[config.mk]
export PLATFORM = sky130hd
export DESIGN_NAME = uart_frame_tx
export DESIGN_NICKNAME = d
export VERILOG_FILES = /design/src/rtl/uart_frame_pkg.sv /design/src/rtl/uart_byte_tx.sv /design/src/rtl/uart_frame_tx.sv
export SDC_FILE = /design/constraint.sdc
export NUM_CORES = 1
export LEC_CHECK = 0
export CORE_ASPECT_RATIO = 0.9
export CORE_MARGIN = 1
export CORE_UTILIZATION = 56
export DETAILED_ROUTE_END_ITERATION = 16
export PLACE_DENSITY_LB_ADDON = 0.08
export SLEW_MARGIN = 20
export SYNTH_ARGS = -nofsm -noshare
export SYNTH_HDL_FRONTEND = slang
export SYNTH_SLANG_ARGS = --single-unit
[constraint.sdc]
create_clock -name clk -period 2.4 [get_ports clk]
set_input_delay 0.48 -clock clk [delete_from_list [all_inputs] [get_ports clk]]
set_output_delay 0.48 -clock clk [all_outputs]
set_load 0.01 [all_outputs]
[src/rtl/uart_frame_pkg.sv]
// Shared frame constants for the UART frame transmitter and receiver.
// Keeping header/length definitions here stops the two ends from diverging.
// Optional checksum byte is controlled by the UART_FRAME_CHKSUM_EN macro.
package uart_frame_pkg;

    // Frame-level state encodings
    localparam logic [2:0] ENC_IDLE = 3'd0;
    localparam logic [2:0] ENC_HEAD = 3'd1;
    localparam logic [2:0] ENC_DATA = 3'd2;
    localparam logic [2:0] ENC_CHK  = 3'd3;
    localparam logic [2:0] ENC_DONE = 3'd4;

    typedef enum logic [2:0] {
        IDLE = ENC_IDLE,
        HEAD = ENC_HEAD,
        DATA = ENC_DATA,
        CHK  = ENC_CHK,
        DONE = ENC_DONE
    } frame_state_t;

    localparam logic [7:0] FRAME_HEAD_BYTE = 8'hFF;
    localparam int         HEAD_LEN        = 2;
    localparam int         DATA_LEN        = 4;
    // start + 8 data + stop
    localparam int         UART_BITS       = 10;

    // Running checksum step: plain 8-bit add, carries discarded
    function automatic logic [7:0] chk_add(input logic [7:0] acc, input logic [7:0] b);
        return acc + b;
    endfunction

endpackage

[src/rtl/uart_byte_tx.sv]
// Single-byte 8N1 serializer: start bit 0, 8 data bits LSB first, stop bit 1.
// Each bit lasts BAUD_CNT_MAX clocks; byte_done marks the last stop-bit cycle.
// tx comes straight from a flop so the line never glitches.
module uart_byte_tx
    import uart_frame_pkg::*;
#(
    parameter int BAUD_CNT_MAX = 16
) (
    input  logic       clk,
    input  logic       reset,
    input  logic       byte_start,
    input  logic [7:0] byte_data,
    output logic       byte_done,
    output logic       tx
);

    localparam int CW = (BAUD_CNT_MAX > 1) ? $clog2(BAUD_CNT_MAX) : 1;
    localparam logic [CW-1:0] BAUD_LAST = CW'(BAUD_CNT_MAX - 1);
    localparam logic [3:0]    BIT_LAST  = 4'(UART_BITS - 1);

    logic [CW-1:0] baud_q, baud_d;
    logic [3:0]    bit_q,  bit_d;
    logic [8:0]    shf_q,  shf_d;   // remaining bits: data then stop fill
    logic          act_q,  act_d;
    logic          tx_q,   tx_d;

    assign byte_done = act_q && (baud_q == BAUD_LAST) && (bit_q == BIT_LAST);
    assign tx        = tx_q;

    // Next-state: load on byte_start, otherwise advance one bit every baud period
    always_comb begin
        baud_d = baud_q;
        bit_d  = bit_q;
        shf_d  = shf_q;
        act_d  = act_q;
        tx_d   = tx_q;
        if (byte_start) begin
            baud_d = '0;
            bit_d  = '0;
            shf_d  = {1'b1, byte_data};
            act_d  = 1'b1;
            tx_d   = 1'b0;
        end else if (act_q) begin
            if (baud_q == BAUD_LAST) begin
                baud_d = '0;
                if (bit_q == BIT_LAST) begin
                    act_d = 1'b0;
                    tx_d  = 1'b1;
                end else begin
                    bit_d = bit_q + 4'd1;
                    tx_d  = shf_q[0];
                    shf_d = {1'b1, shf_q[8:1]};
                end
            end else begin
                baud_d = baud_q + 1'b1;
            end
        end
    end

    // Serializer registers; line idles high
    always_ff @(posedge clk or posedge reset) begin
        if (reset) begin
            baud_q <= '0;
            bit_q  <= '0;
            shf_q  <= '0;
            act_q  <= 1'b0;
            tx_q   <= 1'b1;
        end else begin
            baud_q <= baud_d;
            bit_q  <= bit_d;
            shf_q  <= shf_d;
            act_q  <= act_d;
            tx_q   <= tx_d;
        end
    end

endmodule

[src/rtl/uart_frame_tx.sv]
// UART frame transmitter: on an accepted send, emits FF FF then the 32-bit
// word MSB byte first, each byte 8N1, with a one-clock gap between bytes.
// Define UART_FRAME_CHKSUM_EN to append an 8-bit sum of the data bytes.
module uart_frame_tx
    import uart_frame_pkg::*;
#(
    parameter int CLK_FREQ = 50_000_000,
    parameter int BAUD     = 9600
) (
    input  logic        clk,
    input  logic        reset,
    input  logic [31:0] data_in,
    input  logic        send,
    output logic        busy,
    output logic        done,
    output logic        tx
);

    localparam int BAUD_CNT_MAX = CLK_FREQ / BAUD;

    frame_state_t state_q, state_d;
    logic [1:0]   cnt_q,   cnt_d;    // byte index within HEAD / DATA
    logic [31:0]  data_q,  data_d;   // shifts left one byte per data byte sent
    logic         start_q, start_d;  // byte_start pulse to the serializer
    logic [7:0]   byte_val;
    logic         byte_done;
`ifdef UART_FRAME_CHKSUM_EN
    logic [7:0]   chk_q,   chk_d;
`endif

    assign busy = (state_q != IDLE) && (state_q != DONE);
    assign done = (state_q == DONE);

    // Frame sequencing; next byte_start lands the cycle after byte_done
    always_comb begin
        state_d  = state_q;
        cnt_d    = cnt_q;
        data_d   = data_q;
        start_d  = 1'b0;
        byte_val = FRAME_HEAD_BYTE;
`ifdef UART_FRAME_CHKSUM_EN
        chk_d    = chk_q;
`endif
        case (state_q)
            IDLE, DONE: begin
                state_d = IDLE;
                if (send) begin
                    state_d = HEAD;
                    data_d  = data_in;
                    cnt_d   = '0;
                    start_d = 1'b1;
`ifdef UART_FRAME_CHKSUM_EN
                    chk_d   = '0;
`endif
                end
            end
            HEAD: begin
                byte_val = FRAME_HEAD_BYTE;
                if (byte_done) begin
                    start_d = 1'b1;
                    if (cnt_q == 2'(HEAD_LEN - 1)) begin
                        cnt_d   = '0;
                        state_d = DATA;
                    end else begin
                        cnt_d = cnt_q + 2'd1;
                    end
                end
            end
            DATA: begin
                byte_val = data_q[31:24];
                if (byte_done) begin
                    data_d = {data_q[23:0], 8'h00};
                    cnt_d  = cnt_q + 2'd1;   // wraps 3->0 on exit
`ifdef UART_FRAME_CHKSUM_EN
                    chk_d  = chk_add(chk_q, data_q[31:24]);
`endif
                    if (cnt_q == 2'(DATA_LEN - 1)) begin
`ifdef UART_FRAME_CHKSUM_EN
                        state_d = CHK;
                        start_d = 1'b1;
`else
                        state_d = DONE;
`endif
                    end else begin
                        start_d = 1'b1;
                    end
                end
            end
`ifdef UART_FRAME_CHKSUM_EN
            CHK: begin
                byte_val = chk_q;
                if (byte_done) state_d = DONE;
            end
`endif
            default: state_d = IDLE;
        endcase
    end

    // Frame state registers
    always_ff @(posedge clk or posedge reset) begin
        if (reset) begin
            state_q <= IDLE;
            cnt_q   <= '0;
            data_q  <= '0;
            start_q <= 1'b0;
`ifdef UART_FRAME_CHKSUM_EN
            chk_q   <= '0;
`endif
        end else begin
            state_q <= state_d;
            cnt_q   <= cnt_d;
            data_q  <= data_d;
            start_q <= start_d;
`ifdef UART_FRAME_CHKSUM_EN
            chk_q   <= chk_d;
`endif
        end
    end

    uart_byte_tx #(
        .BAUD_CNT_MAX(BAUD_CNT_MAX)
    ) u_byte (
        .clk        (clk),
        .reset      (reset),
        .byte_start (start_q),
        .byte_data  (byte_val),
        .byte_done  (byte_done),
        .tx         (tx)
    );

endmodule
==> impl_results.md <==
* Int Power at 2170 uW
* Critical Path RT at 1.92 ns
* Total GRT Usage at 24.2%
* Seq cells post-synth at 66
* DP Area at 3720 sq um
* Hold-fix buffers, CTS at 0
* Layout cells sized above 1 at 19.5%
* Final period utilization at 91.1%
* Syn-to-layout area delta at 20.1%
* Syn_area_per_cell at 11.0 sq um
* Tmin final at 2.19 ns
* Total Routed Length at 6630 um
* Logic depth of the worst setup path including buffers at 3
* # H-tree levels at 3
* Max Slew Vio Count at 0
* CP startpoint: state_q[0]
* DR WL/cell at 16.2 um
* Clock group share of total power at 29.8%
* Post-CTS sizing at 0
* Io pins at 38
* Setup TNS at 0 ns
* Syn Inst Count at 295
* Worst-Margin Slew at 0.526 ns
* Post-synth EDFFs at 0
* Ys flop type: dfrtp_1
* Vias per cell at 5.95
* Nets@finish at 379
* VDD IR-drop max at 558 uV
* Library cells used by synthesis at 47
* DP HPWL at 4810 um
* DR vias at 2,440
* Seq/Total Area, Yosys at 50.7%
* Register share of total power at 51.3%
* Inst Count DP at 394
* Synthesized area at 3260 sq um
* Net Count, Synth at 336
* Crit Reg-Reg Endpoint: data_q[30]
* CTS Buffer Depth at 2
* R2R Setup Slk at 0.25 ns
* Post-CTS Setup Inserts at 0
* Port bufs at 37
* CP max-delay cell: clkdlybuf4s50_1
* CTS Sinks at 66
* Crit. End Element: primary output
* Fmax at 0.457 GHz
* Cell Rows at 25
* Post-route cell area at 3910 sq um
* Post-Route Skew at 0.00704 ns
* DRC viols at 0
* Clk root buf: clkbuf_8
* # Max-Cap Violations at 0
* First-pass GRT wire length at 10,800 um
* CTS tree: built
* Worst Setup EP: done
* CP cell instances: or2_2, nor2_1, clkdlybuf4s50_1
* Die W at 82.4 um
* Outcome: completed
* DR pass1 iterations at 4
* CP top delay family: buffers and inverters
* Placer congestion estimate at 0.820
* Vias in the first global route at 2,342
* Initial Util at 60.2%
* Core area at 5410 sq um
* Worst min-delay path class: in2async
* Top cells by area, synth: dfrtp_1 (50%), o221a_2 (8.3%), nand2b_1 (5.6%)
* Origin of the critical flop-to-flop path: u_byte.baud_q[0]
* PwrDens at 768 nW/um^2
* Worst Path Arrival at 1.71 ns
* Final non-filler cell total at 410
* Critical path launch point type: flop
* Filler instances at 404
* Fraction of power spent switching nets at 27.8%
* Die Span Y at 74.4 um
* Final hold viol count at 0
* Number of DRC markers in iteration 0 at 123
* Die area at 6130 sq um
* Pre-CTS setup slack at 0.218 ns
* Switching pwr at 835 uW
* Yosys top cell area share at 49.9%
* RSZ-0062 raised after global routing: false
* Global route overflow at 0
* Syn. warnings at 0
* Clock-pin slew on the worst setup and hold paths at 0.07 ns
* N_diodes at 0
* Clock latency on the worst-skew pair at 0.34 ns
* Setup ws final at 0.214 ns
* Crit path kind: reg2out
* Worst Reg-to-Reg Cells at 6
* FFs w/ async S/R, synth at 100%
* Initial antenna violation count at 0
* Relative slew slack at 64.4%
* WP buf/inv at 1
* ANT nets after route at 0
* TritonCTS buffer count at 9
* Logic pwr share at 18.8%
* Largest net degree at the start of global routing at 31
* Largest area contributor in the netlist: dfrtp_1
* Final setup violation count at 0
* P_leak at 0.00158 uW
* CP Max Fanout at 6
* Critical Path Max Stage Delay at 0.54 ns
## cell families (layout without fill, tap and decap cells)
| group | Yosys count | after routing | share of synthesized area, % |
|---|---|---|---|
| buffers and inverters | 22 | 70 | 3.34 |
| flip-flops | 66 | 66 | 50.7 |
| multiplexers | 1 | 1 | 0.307 |
| AND/OR/NAND/NOR | 119 | 119 | 21.9 |
| adder cells (fa/ha/maj) | 6 | 6 | 2.30 |
| XOR/XNOR | 12 | 12 | 3.22 |
| AO/OA/AOI/OAI | 69 | 69 | 18.2 |
## synth_stat cells (4+ instances only)
cell type and count:
dfrtp_1 65, nor2_1 36, nand2b_1 29, o221a_2 24, a211oi_1 10, nand2_1 10
a22o_1 9, nand3_1 9, a21oi_1 8, inv_1 8, clkbuf_1 7, xor2_1 7
ha_1 6, o21ai_0 6, and3_1 5, nand4_1 5, xnor2_1 5, o22ai_1 4
## state kept, by name, indices dropped and copies added, names as in the netlist
name / flops
start_q: 1
cnt_q: 2
u_byte.shf_q: 9
u_byte.tx: 1
u_byte.baud_q: 13
data_q: 32
u_byte.bit_q: 4
u_byte.act_q: 1
state_q: 3
## power groups by stage
stage,logic (uW),registers (uW),clock network (uW)
after floorplan,475,1480,0
after global placement,551,1550,0
after detailed placement,570,1560,0
after CTS,572,1540,921
after global routing,628,1570,975
final,566,1540,897
## per-stage QoR
step / hold WS (ns) / util (%) / total power (uW)
after global routing: 0.492 / 72.3 / 3170
after global placement: 0.438 / 68.7 / 2100
after floorplan: 0.426 / - / 1960
final: 0.460 / 72.3 / 3010
after CTS: 0.468 / 72.3 / 3040
after detailed placement: 0.453 / 68.7 / 2130
## worst min path at each step
| stage | startpoint | end | slack, ns |
|---|---|---|---|
| after detailed placement | u_byte.shf_q[8] | u_byte.shf_q[8] | 0.45 |
| after floorplan | u_byte.shf_q[8] | u_byte.shf_q[8] | 0.43 |
| after CTS | reset | u_byte.baud_q[12] | 0.47 |
| final | reset | u_byte.baud_q[12] | 0.46 |
| after global routing | u_byte.shf_q[8] | u_byte.shf_q[8] | 0.49 |
| after global placement | u_byte.shf_q[8] | u_byte.shf_q[8] | 0.44 |
## worst reg2reg max path, stage by stage, from the launching register on
cell and delay (ns):
dfrtp_1 0.40, ha_1 0.24, nand4_1 0.38, nor3_2 0.42, nand2_1 0.10, buf_4 0.23, o221a_2 0.27
## area by class of cell
cell class,count,area [sq um],share of cell area [%]
Tap cell,67,83.8,2.14
Clock inverter,7,70.1,1.79
Inverter,8,30.0,0.767
Timing Repair Buffer,46,450,11.5
Sequential cell,66,1650,42.2
Multi-Input combinational cell,207,1500,38.4
Clock buffer,9,124,3.16
## layer usage
layer / part of all wire (%) / wire, um / up-vias / track usage [%]
li1: - / - / 1183 / -
met1: 48 / 3190 / 1202 / 32.9
met2: 47 / 3110 / 53 / 36.8
met3: 4.6 / 305 / 2 / 8.47
met4: 0.38 / 25 / 0 / 7.02
met5: 0 / 0 / - / 0
## cell usage in the layout (no fill, tap or decap), drive strengths merged, types with 7 or more instances in the layout
cell / count
inv: 8
o221a: 24
nor2: 36
o21ai: 7
a21oi: 8
nand3: 9
xor2: 7
clkdlybuf4s50: 37
nand2b: 29
buf: 9
a211oi: 10
a22o: 9
clkbuf: 9
nand2: 11
dfrtp: 65
Power figures use the tool's default switching activity.
